[config.mk]
export PLATFORM = sky130hd
export DESIGN_NAME = barrel_ctrl_flat
export DESIGN_NICKNAME = d
export VERILOG_FILES = /design/src/rtl/barrel_pkg.sv /design/src/rtl/barrel_if.sv /design/src/rtl/barrel_anim_seq.sv /design/src/rtl/barrel_ctrl.sv /design/src/flat_wrapper.sv
export SDC_FILE = /design/constraint.sdc
export NUM_CORES = 1
export LEC_CHECK = 0
export ABC_AREA = 0
export BUFFER_PORTS_ARGS = -buffer_cell sky130_fd_sc_hd__buf_4
export CAP_MARGIN = 30
export CORE_ASPECT_RATIO = 0.8
export CORE_UTILIZATION = 40
export CTS_CLUSTER_DIAMETER = 60
export DETAILED_ROUTE_END_ITERATION = 10
export SETUP_SLACK_MARGIN = 0.02
export SKIP_LAST_GASP = 1
export SYNTH_ARGS = -nofsm -noshare
export SYNTH_HDL_FRONTEND = slang
export SYNTH_SLANG_ARGS = --single-unit
[constraint.sdc]
create_clock -name clk -period 2.45 [get_ports clk]
set_input_delay 0.735 -clock clk [delete_from_list [all_inputs] [get_ports clk]]
set_output_delay 0.735 -clock clk [all_outputs]
set_load 0.02 [all_outputs]
[src/rtl/barrel_pkg.sv]
// Barrel sprite shared definitions.
// Encodings and geometry also used by the colour lookup.
package barrel_pkg;

  localparam logic [2:0] BARREL_ROLL1 = 3'b000;
  localparam logic [2:0] BARREL_ROLL2 = 3'b001;
  localparam logic [2:0] BARREL_ROLL3 = 3'b010;
  localparam logic [2:0] BARREL_ROLL4 = 3'b011;
  localparam logic [2:0] BARREL_FALL1 = 3'b100;
  localparam logic [2:0] BARREL_FALL2 = 3'b101;

  localparam logic [9:0] ROLL_W    = 10'd32;
  localparam logic [9:0] FALL_W    = 10'd42;
  localparam logic [8:0] SPRITE_H  = 9'd24;
  localparam logic [9:0] FALL_XOFF = 10'd5;

  typedef enum logic [1:0] {
    S_IDLE,
    S_ROLL,
    S_FALL,
    S_EXIT
  } state_t;

  typedef enum logic {
    DIR_RIGHT,
    DIR_LEFT
  } dir_t;

  function automatic logic [2:0] roll_next(
    input logic [2:0] f,
    input dir_t       d
  );
    logic [1:0] n;
    n = (d == DIR_RIGHT) ? f[1:0] + 2'd1
                         : f[1:0] - 2'd1;
    return {1'b0, n};
  endfunction

endpackage

[src/rtl/barrel_if.sv]
// Game-logic side bundle for one barrel.
// master = game logic, slave = barrel_ctrl.
interface barrel_if;
  logic       frame_tick;
  logic       spawn;
  logic       hit;
  logic       pause;
  logic [9:0] posx;
  logic [8:0] posy;
  logic [2:0] animate_state;
  logic       active;
  logic       done;

  modport master (
    output frame_tick, spawn, hit, pause,
    input  posx, posy, animate_state,
    input  active, done
  );

  modport slave (
    input  frame_tick, spawn, hit, pause,
    output posx, posy, animate_state,
    output active, done
  );
endinterface

[src/rtl/barrel_anim_seq.sv]
// Barrel animation frame sequencer.
// Divides steps by ANIM_DIV and walks the frame set.
module barrel_anim_seq
  import barrel_pkg::*;
#(
  parameter logic [3:0] ANIM_DIV = 4'd4
) (
  input  logic       clk,
  input  logic       rst_n,
  input  logic       step,
  input  logic       mode_fall,
  input  dir_t       dir,
  input  logic       load,
  input  logic [2:0] load_frame,
  output logic [2:0] frame
);

  logic [3:0] anim_cnt;

  // Load overrides advance; advance on divider wrap.
  always_ff @(posedge clk or negedge rst_n) begin
    if (!rst_n) begin
      anim_cnt <= '0;
      frame    <= BARREL_ROLL1;
    end else if (load) begin
      anim_cnt <= '0;
      frame    <= load_frame;
    end else if (step) begin
      if (anim_cnt == ANIM_DIV - 4'd1) begin
        anim_cnt <= '0;
        if (mode_fall)
          frame <= (frame == BARREL_FALL1)
                   ? BARREL_FALL2 : BARREL_FALL1;
        else
          frame <= roll_next(frame, dir);
      end else begin
        anim_cnt <= anim_cnt + 4'd1;
      end
    end
  end

endmodule

[src/rtl/barrel_ctrl.sv]
// Barrel position FSM: roll, fall, reverse, exit.
// One instance per barrel, updated once per frame tick.
module barrel_ctrl
  import barrel_pkg::*;
#(
  parameter logic [9:0] START_X    = 10'd40,
  parameter logic [8:0] START_Y    = 9'd80,
  parameter logic [9:0] LEFT_EDGE  = 10'd16,
  parameter logic [9:0] RIGHT_EDGE = 10'd600,
  parameter logic [8:0] FLOOR_Y    = 9'd420,
  parameter logic [8:0] PLAT_PITCH = 9'd64,
  parameter logic [3:0] ROLL_SPEED = 4'd2,
  parameter logic [3:0] FALL_SPEED = 4'd4,
  parameter logic [3:0] ANIM_DIV   = 4'd4
) (
  input  logic     clk,
  input  logic     rst_n,
  barrel_if.slave  bus
);

  localparam logic [9:0] R_LIM = RIGHT_EDGE - ROLL_W;
  localparam logic [9:0] RSPD  = {6'd0, ROLL_SPEED};
  localparam logic [8:0] FSPD  = {5'd0, FALL_SPEED};

  state_t     state;
  dir_t       dir;
  logic [9:0] posx;
  logic [8:0] posy;
  logic [8:0] fall_cnt;
  logic       active;
  logic       done;

  logic       step;
  logic       at_edge;
  logic       on_floor;
  logic [8:0] new_fall;
  logic       landing;
  logic       trans;
  logic       anim_load;
  logic [2:0] anim_frame;
  logic       anim_step;

  // Step qualification and edge/landing detection.
  always_comb begin
    step = bus.frame_tick && !bus.pause &&
           (state == S_ROLL || state == S_FALL);
    if (dir == DIR_RIGHT)
      at_edge = (posx + RSPD) >= R_LIM;
    else
      at_edge = (posx - RSPD) <= LEFT_EDGE;
    on_floor  = posy >= FLOOR_Y;
    new_fall  = fall_cnt + FSPD;
    landing   = new_fall == PLAT_PITCH;
    trans     = (state == S_ROLL && at_edge) ||
                (state == S_FALL && landing);
    anim_load  = 1'b0;
    anim_frame = BARREL_ROLL1;
    unique case (1'b1)
      (state == S_IDLE && bus.spawn): begin
        anim_load  = 1'b1;
        anim_frame = BARREL_ROLL1;
      end
      (step && !bus.hit && state == S_ROLL &&
       at_edge && !on_floor): begin
        anim_load  = 1'b1;
        anim_frame = BARREL_FALL1;
      end
      (step && !bus.hit && state == S_FALL &&
       landing): begin
        anim_load  = 1'b1;
        anim_frame = (dir == DIR_LEFT)
                     ? BARREL_ROLL1 : BARREL_ROLL4;
      end
      default: ;
    endcase
    anim_step = step && !bus.hit && !trans;
  end

  // Position and state sequencing; hit wins over a tick.
  always_ff @(posedge clk or negedge rst_n) begin
    if (!rst_n) begin
      state    <= S_IDLE;
      dir      <= DIR_RIGHT;
      posx     <= START_X;
      posy     <= START_Y;
      fall_cnt <= '0;
      active   <= 1'b0;
      done     <= 1'b0;
    end else begin
      done <= 1'b0;
      unique case (state)
        S_IDLE: begin
          if (bus.spawn) begin
            posx   <= START_X;
            posy   <= START_Y;
            dir    <= DIR_RIGHT;
            active <= 1'b1;
            state  <= S_ROLL;
          end
        end
        S_ROLL: begin
          if (bus.hit) begin
            active <= 1'b0;
            state  <= S_IDLE;
          end else if (step) begin
            if (at_edge) begin
              if (on_floor) begin
                posx  <= (dir == DIR_RIGHT)
                         ? R_LIM : LEFT_EDGE;
                state <= S_EXIT;
              end else begin
                posx <= ((dir == DIR_RIGHT)
                         ? R_LIM : LEFT_EDGE) - FALL_XOFF;
                fall_cnt <= '0;
                state    <= S_FALL;
              end
            end else if (dir == DIR_RIGHT) begin
              posx <= posx + RSPD;
            end else begin
              posx <= posx - RSPD;
            end
          end
        end
        S_FALL: begin
          if (bus.hit) begin
            active <= 1'b0;
            state  <= S_IDLE;
          end else if (step) begin
            posy     <= posy + FSPD;
            fall_cnt <= new_fall;
            if (landing) begin
              posx  <= posx + FALL_XOFF;
              dir   <= (dir == DIR_RIGHT)
                       ? DIR_LEFT : DIR_RIGHT;
              state <= S_ROLL;
            end
          end
        end
        S_EXIT: begin
          done   <= 1'b1;
          active <= 1'b0;
          state  <= S_IDLE;
        end
        default: state <= S_IDLE;
      endcase
    end
  end

  barrel_anim_seq #(
    .ANIM_DIV (ANIM_DIV)
  ) u_anim (
    .clk        (clk),
    .rst_n      (rst_n),
    .step       (anim_step),
    .mode_fall  (state == S_FALL),
    .dir        (dir),
    .load       (anim_load),
    .load_frame (anim_frame),
    .frame      (bus.animate_state)
  );

  assign bus.posx   = posx;
  assign bus.posy   = posy;
  assign bus.active = active;
  assign bus.done   = done;

endmodule

[src/flat_wrapper.sv]
// flat-port wrapper written by rule: the top's interface ports become plain ports
module barrel_ctrl_flat import barrel_pkg::*;
#(
  parameter logic [9:0] START_X    = 10'd40,
  parameter logic [8:0] START_Y    = 9'd80,
  parameter logic [9:0] LEFT_EDGE  = 10'd16,
  parameter logic [9:0] RIGHT_EDGE = 10'd600,
  parameter logic [8:0] FLOOR_Y    = 9'd420,
  parameter logic [8:0] PLAT_PITCH = 9'd64,
  parameter logic [3:0] ROLL_SPEED = 4'd2,
  parameter logic [3:0] FALL_SPEED = 4'd4,
  parameter logic [3:0] ANIM_DIV   = 4'd4
)
  (clk, rst_n, bus_frame_tick, bus_spawn, bus_hit, bus_pause, bus_posx, bus_posy, bus_animate_state, bus_active, bus_done);
  barrel_if bus_i ();
  input  logic clk;
  input  logic rst_n;
  input wire logic [$bits(bus_i.frame_tick)-1:0] bus_frame_tick;
  input wire logic [$bits(bus_i.spawn)-1:0] bus_spawn;
  input wire logic [$bits(bus_i.hit)-1:0] bus_hit;
  input wire logic [$bits(bus_i.pause)-1:0] bus_pause;
  output wire logic [$bits(bus_i.posx)-1:0] bus_posx;
  output wire logic [$bits(bus_i.posy)-1:0] bus_posy;
  output wire logic [$bits(bus_i.animate_state)-1:0] bus_animate_state;
  output wire logic [$bits(bus_i.active)-1:0] bus_active;
  output wire logic [$bits(bus_i.done)-1:0] bus_done;
  assign bus_i.frame_tick = bus_frame_tick;
  assign bus_i.spawn = bus_spawn;
  assign bus_i.hit = bus_hit;
  assign bus_i.pause = bus_pause;
  assign bus_posx = bus_i.posx;
  assign bus_posy = bus_i.posy;
  assign bus_animate_state = bus_i.animate_state;
  assign bus_active = bus_i.active;
  assign bus_done = bus_i.done;
  barrel_ctrl #(.START_X(START_X), .START_Y(START_Y), .LEFT_EDGE(LEFT_EDGE), .RIGHT_EDGE(RIGHT_EDGE), .FLOOR_Y(FLOOR_Y), .PLAT_PITCH(PLAT_PITCH), .ROLL_SPEED(ROLL_SPEED), .FALL_SPEED(FALL_SPEED), .ANIM_DIV(ANIM_DIV)) u_core (.clk(clk), .rst_n(rst_n), .bus(bus_i));
endmodule
---- After elaboration in Yosys (flattened, before gate mapping) ----
Cells that the tools add are included.
word-level totals
  input bits .............................. 6
  output and inout port bits .............. 24
  register bits after elaboration ......... 40
  word-level logic and storage cells ...... 127
cells by class
  reductions and logical operators ........ 33
  add/sub/neg operators ................... 9
  equality and inequality tests ........... 19
  muxes and demuxes ....................... 54
  $lt $le $gt $ge ......................... 3
operators by type and width
  operator               count
  $mux 10                10
  $mux 9                 9
  $pmux 9 s2             2
  $pmux 10 s3            1
  $add 9x3->9 const B    2
  $mux 2                 9
  $reduce_and 7->1       2
  $logic_and 1x1->1      12
  $mux 1                 12
  $mux 3                 4
  $mux 4                 3
  $ne 3x2->1 const B     4
  $add 10x2->10 const B  1
  $add 10x3->10 const B  1
  $ge 10x10->1 const B   1
  $le 10x5->1 const B    1
  $ne 2x1->1 const B     5
  $reduce_and 5->1       2
  $sub 10x2->10 const B  1
  $sub 10x3->10 const B  1
  $eq 9x7->1 const B     1
  $ge 9x9->1 const B     1
  $ne 2x2->1 const B     4
  $pmux 2 s4             1
  19 further kinds       28

---- Depth between registers and ports, before layout ----
  depth in word-level cells ............... 11
  depth in mapped cells ................... 11
  mapped depth without buffers ............ 9

---- Modules after synthesis ----
A second synthesis with hierarchy kept.
second synthesis, totals
  cell total of the unflattened synthesis .. 362
  area total of the unflattened synthesis .. 2996.6 um^2
by module, submodules not included
  module           cells an instance  times used  seq. area each (um^2)  area an instance (um^2)
  barrel_ctrl      326                1           730.7                  2590.0
  barrel_anim_seq  36                 1           175.2                  406.6

---- Worst setup path before layout ----
Ideal clock, no wire load.
  path kind ............................... flip-flop to flip-flop
  from .................................... reg u_core.posx[2] (netlist: u_core.bus.posx[2])
  to ...................................... reg u_core.fall_cnt[2]
  required time ........................... 2.325 ns
  setup time .............................. 0.125 ns
  arrival time ............................ 2.583 ns
  buffers on the path ..................... 1
  cell stages (with the launch flop) ...... 11
  setup slack ............................. -0.258 ns
  clock period less this slack ............ 2.708 ns
  cells stage by stage .................... dfrtp_1 buf_2 inv_1 ha_1 nor4b_4 mux2_4 nor2_2 o2111ai_4 a21oi_2 o21ai_2 mux2_4
on the way
  word-level cells in the longest chain between the ends .. 5
  elaborated cells between the ends (all ways) .. 7
  those cells by class .................... add/sub (2); order compare (2); eq/ne (1); mux (1); reduce/logical (1)
RTL lines
  what                                                   RTL line                              source
  from (decl)                                            barrel_ctrl.sv:27                     logic [9:0] posx;
  from (signal assigned)                                 barrel_ctrl.sv:108                    posx <= (dir == DIR_RIGHT)
  from (signal assigned)                                 barrel_ctrl.sv:112                    posx <= ((dir == DIR_RIGHT)
  from (signal assigned)                                 barrel_ctrl.sv:118                    posx <= posx + RSPD;
  $add 10x2->10 / $sub 10x2->10 (equally long branches)  barrel_ctrl.sv:48, barrel_ctrl.sv:50
  $ge 10x10->1 / $le 10x5->1 (equally long branches)     barrel_ctrl.sv:48, barrel_ctrl.sv:50
  $mux 1 (*)                                             barrel_ctrl.sv:47                     if (dir == DIR_RIGHT)
  $ne 2x1->1 (no source line) (*)                        --
  $reduce_and 7->1 (no source line) (*)                  --
  to (signal assigned)                                   barrel_ctrl.sv:130                    fall_cnt <= new_fall;
  to (decl)                                              barrel_ctrl.sv:29                     logic [8:0] fall_cnt;
Every way passes the cells marked *; elsewhere a longest branch is shown, timed or not.
A chain may end at the register's enable or synchronous reset.

---- Worst setup path in the final report ----
  from .................................... reg u_core.posx[3] (netlist: u_core.bus.posx[3])
  to ...................................... reg u_core.posx[8] (netlist: u_core.bus.posx[8])
on the way
  word-level cells in the longest chain between the ends .. 7
  elaborated cells between the ends (all ways) .. 14
  those cells by class .................... add/sub (3); order compare (2); mux (9)
RTL lines
  what                                                   RTL line                              source
  $add 10x2->10 / $sub 10x2->10 (equally long branches)  --
  $ge 10x10->1 / $le 10x5->1 (equally long branches)     barrel_ctrl.sv:48, barrel_ctrl.sv:50
  $mux 1                                                 barrel_ctrl.sv:47
  $mux 10                                                barrel_ctrl.sv:106                    if (at_edge) begin
  $mux 10                                                barrel_ctrl.sv:105                    end else if (step) begin
  $mux 10                                                barrel_ctrl.sv:102                    if (bus.hit) begin
  $pmux 10 s3 (*)                                        barrel_ctrl.sv:91                     unique case (state)
Every way passes the cells marked *; elsewhere a longest branch is shown, timed or not. The select of a mux whose other input is x is not followed.

==> impl.org <==
** Outcome
- The run finished, with violations left.
- The checks that failed: setup timing.

** STA
- Final Skew :: 8.69 ps
- In the finished design, the share of the clock period the worst path needs comes to 1.03.
- Final setup violation count :: 8
- Max transition margin :: 0.650
- The number of hold-slack violations in the final timing report was 0.
- For the finished layout, the period the worst path requires is 2520 ps.
- The number of slew-limit violations in the final report came to 0.
- Unrepaired setup endpoints after global routing :: true
- Fmax :: 0.396 GHz
- Worst slew pin tran :: 523 ps
- Final critical-path setup slack :: -73.3 ps

** Final layout
- Final core utilization :: 0.571
- Footprint of the multi-input gates :: 2260 sq um
- The filler cells instantiated in the layout total 679.
- Sequential cell area :: 908 sq um
- Final non-filler cell total :: 582
- Net count of the finished layout :: 499
- Proportion of layout cells with a drive suffix above 1 :: 0.369
- Area overhead of the layout relative to synthesis :: 34.9%
- 0 antenna diodes ended up in the layout.

** Setup path
- The worst setup path is launched from a flop.
- STA classifies the critical path endpoint as a flop.
- Data on the critical path arrives at its endpoint at 2740 ps.
- Critical-path maximum fanout :: 6
- Type of the worst setup path :: flop to flop
- Required @ worst endpoint :: 2670 ps

** Power
- VDD sags by at most 0.664 mV.
- The internal power of the cells totals 2.30 mW.
- Areal power density over the cells :: 972 nW/um^2
- Share of total power consumed by net switching :: 0.456
- The share of total power dissipated in combinational logic is 0.672.
- Net switching power :: 1.92 mW
- Flop pwr share :: 0.199
- Share of power burned in the clock network :: 0.129
- Static leakage :: 1.88 nW

** Logic synthesis
- Averaged over all synthesized cells, the footprint is 8.44 sq um.
- Number of distinct library cells after synthesis :: 83
- Synthesis produced a netlist whose cell count is 381.
- During synthesis, Yosys emitted a total of 0 warnings.
- Number of synthesized flops with an enable pin :: 0
- Counting flops with an async set or reset pin after synthesis yields a share of 1.00.
- Fraction of the yosys area taken by sequential cells :: 0.282
- Largest area contributor in the synthesized netlist :: sky130_fd_sc_hd__dfrtp_1
- Among all flip-flop cells after synthesis, the most frequent one is sky130_fd_sc_hd__dfrtp_1.
- Cell area after technology mapping :: 3220 sq um
- Cell types with the largest area share after synthesis :: sky130_fd_sc_hd__dfrtp_1 (25%), sky130_fd_sc_hd__ha_1 (6.6%), sky130_fd_sc_hd__xnor2_1 (3.8%), sky130_fd_sc_hd__a21oi_1 (3.7%), sky130_fd_sc_hd__nand2_1 (3.5%)
- After synthesis the netlist holds a flip-flop and latch count of 36.
- Share of the synthesized area in the top cell type :: 0.249

** Place
- The congestion estimate from routability-driven global placement came to 0.978.
- Number of placed cells counting well taps :: 555
- In this run the tool buffered the top-level ports with 27 buffer cells.
- After legalization and detailed placement, the total HPWL measured 7.43 mm.

** Clock tree
- The clock reaches the later pin of the worst-skew pair after 300 ps.
- Cell at the root of the clock tree :: sky130_fd_sc_hd__clkbuf_8
- Clock Path Buffers :: 2
- Number of buffers created by CTS :: 5
- Clock-pin slew was measured on the worst setup and hold paths at 80 ps.
- TritonCTS built the clock tree.
- Clock sinks :: 36
- Number of buffers added to fix hold violations after cts :: 0
- Number of levels the H-tree was split into :: 2

** Die
- Initial Utilization :: 0.423
- From left edge to right edge, the die measures 102 microns.
- After floorplanning, the core was sized to cover 7600 sq um.
- The die is 82.2 microns tall.
- Number of placed I/O pins :: 30
- The floorplan has 28 rows.
- The die covers 8410 sq um.

** Worst hold path
- Min-delay worst type :: input pin to asynchronous set/reset pin

** GRT
- Number of antenna violations at the first check in global routing :: 0
- Total routing usage reported by global routing :: 0.253
- Summed over all layers, the global routing overflow is 0.
- Entering global routing, the biggest net connects 37 pins.
- Number of global-route vias before repair :: 3105
- Global-route wire length before repair :: 16.3 mm

** Routing
- Via-per-instance ratio :: 5.86
- Average wire per standard cell :: 17.6 microns
- Detailed Route Iter0 Violations :: 386
- The detail route stage leaves a number of antenna-violating nets equal to 0.
- Drt drc :: 0
- The routed design has 10.3 mm of wire.
- Via count :: 3413
- Drt first pass iters :: 5

** Flow run
- Across the run, the number of max-cap violations was 0.
-- cells in the final DEF, fill, tap and decap left out, types with 3 or more instances in the layout --
master	netlist	routed
sky130_fd_sc_hd__a21oi_1	24	21
sky130_fd_sc_hd__a21oi_2	2	4
sky130_fd_sc_hd__a31oi_1	10	10
sky130_fd_sc_hd__and3_1	6	6
sky130_fd_sc_hd__buf_4	3	99
sky130_fd_sc_hd__buf_6	1	8
sky130_fd_sc_hd__clkbuf_8	0	5
sky130_fd_sc_hd__dfrtp_1	32	30
sky130_fd_sc_hd__dfstp_2	4	4
sky130_fd_sc_hd__ha_1	17	15
sky130_fd_sc_hd__inv_1	24	21
sky130_fd_sc_hd__inv_2	0	3
sky130_fd_sc_hd__mux2i_1	6	5
sky130_fd_sc_hd__nand2_1	30	28
sky130_fd_sc_hd__nand2_2	1	3
sky130_fd_sc_hd__nand3_1	12	12
sky130_fd_sc_hd__nand4_1	6	6
sky130_fd_sc_hd__nor2_1	26	26
sky130_fd_sc_hd__nor3_1	22	20
sky130_fd_sc_hd__nor3_2	1	3
sky130_fd_sc_hd__nor4_1	3	3
sky130_fd_sc_hd__o211ai_1	5	5
sky130_fd_sc_hd__o21ai_0	21	18
sky130_fd_sc_hd__o21ai_2	1	4
sky130_fd_sc_hd__o221ai_1	3	3
sky130_fd_sc_hd__o22ai_1	7	4
sky130_fd_sc_hd__o22ai_2	0	3
sky130_fd_sc_hd__o32a_1	5	5
sky130_fd_sc_hd__xnor2_1	14	14
sky130_fd_sc_hd__xor2_1	6	6
-- synthesized netlist by cell type (all sizes together) (4+ instances only) --
| cell type | number |
|---|---|
| nor3 | 24 |
| dfstp | 4 |
| nand2 | 31 |
| inv | 24 |
| ha | 17 |
| xnor2 | 14 |
| a31oi | 10 |
| dfrtp | 32 |
| nand4 | 7 |
| o211ai | 6 |
| clkbuf | 11 |
| o32a | 5 |
| a21oi | 26 |
| nor2 | 27 |
| o21ai | 24 |
| and3 | 6 |
| o22ai | 7 |
| nand3 | 12 |
| nor4 | 4 |
| buf | 11 |
| mux2i | 6 |
| xor2 | 6 |
-- cells by family (layout without fill, tap and decap cells) --
kind of cell | count (synthesis) | in the layout | synth area share
AOI/OAI and AO/OA | 120 | 120 | 0.274
other | 1 | 2 | 0.00117
muxes | 9 | 9 | 0.0315
xor gates and xnor gates | 20 | 20 | 0.0545
and+or+nand+nor | 130 | 131 | 0.227
buffers and inverters | 48 | 142 | 0.0646
DFF | 36 | 36 | 0.282
adders and majority gates | 17 | 17 | 0.0661
-- power groups by stage --
stage / combinational (mW) / clock [mW] / sequential (mW)
6_report: 2.83 / 0.544 / 0.840
5_1_grt: 3.06 / 0.581 / 0.856
4_1_cts: 2.53 / 0.559 / 0.857
3_5_place_dp: 2.42 / 0 / 0.868
3_3_place_gp: 2.39 / 0 / 0.861
2_1_floorplan: 1.51 / 0 / 0.913
-- critical path, cell delays in order, from the launching register on --
cell and delay (ps):
sky130_fd_sc_hd__dfstp_2 420, sky130_fd_sc_hd__buf_6 130, sky130_fd_sc_hd__buf_6 110, sky130_fd_sc_hd__nor4b_4 350, sky130_fd_sc_hd__and4bb_2 290, sky130_fd_sc_hd__o211ai_1 440, sky130_fd_sc_hd__nand2_2 180, sky130_fd_sc_hd__o32a_1 350
sky130_fd_sc_hd__o22ai_1 160
-- per-layer routing --
metal	wire [microns]	track usage	part of all wire	vias up
met4	207	0.0643	0.020	0
met5	0	0	0	-
met3	753	0.0606	0.073	24
li1	-	-	-	1611
met1	5070	0.374	0.49	1628
met2	4220	0.364	0.41	150
-- final timing paths --
kind,from,endpoint,slack [ps],cells after the start
hold / removal,rst_n,u_core.u_anim.anim_cnt[3]$_DFFE_PN0P_,410,1
setup / recovery,u_core.bus.posx[3]$_DFFE_PN1P_,u_core.bus.posx[8]$_DFFE_PN0P_,-70,8
max in group asynchronous,rst_n,u_core.bus.posx[1]$_DFFE_PN0P_,1650,1
setup reg to reg,u_core.bus.posx[3]$_DFFE_PN1P_,u_core.bus.posx[8]$_DFFE_PN0P_,-70,8
hold reg to reg,u_core.bus.active$_DFFE_PN0P_,u_core.bus.active$_DFFE_PN0P_,540,1
min in group clk,u_core.bus.active$_DFFE_PN0P_,u_core.bus.active$_DFFE_PN0P_,540,1
-- state kept, by name, summed over array words and instances (netlist names) --
| register | count |
|---|---|
| u_core.bus.active | 1 |
| u_core.bus.posx | 10 |
| u_core.dir | 1 |
| u_core.fall_cnt | 7 |
| u_core.u_anim.anim_cnt | 4 |
| u_core.state | 2 |
| u_core.bus.done | 1 |
| u_core.bus.posy | 7 |
| u_core.u_anim.frame | 3 |
-- per-stage QoR --
step	worst slack [ps]	TNS [ps]	total power [mW]	instance area (sq um)	hold WS [ps]
floorplan	16.2	0	2.43	3270	439
global placement	19.2	0	3.25	3960	506
detailed placement	-80.0	-123	3.28	3960	501
CTS	-6.40	-6.40	3.95	4140	424
global route	-158	-2280	4.50	4340	448
finish	-73.3	-304	4.22	4340	412
-- area by class of cell --
class                           instances  share of cell area
Multi-Input combinational cell        299               0.520
Clock buffer                            6              0.0167
Sequential cell                        36               0.209
Inverter                               26              0.0225
Timing Repair Buffer                  108               0.193
Tap cell                              105              0.0303
Clock inverter                          2             0.00807
-- repair_timing --
action / 4_1_cts / 5_1_grt
resized for setup: 8 / 26
cloned: 1 / 0
pin swaps: 4 / 26
endpoints found under the setup margin: 17 / 26
buffers inserted: 5 / 13
(Power assumes the default switching activity.)
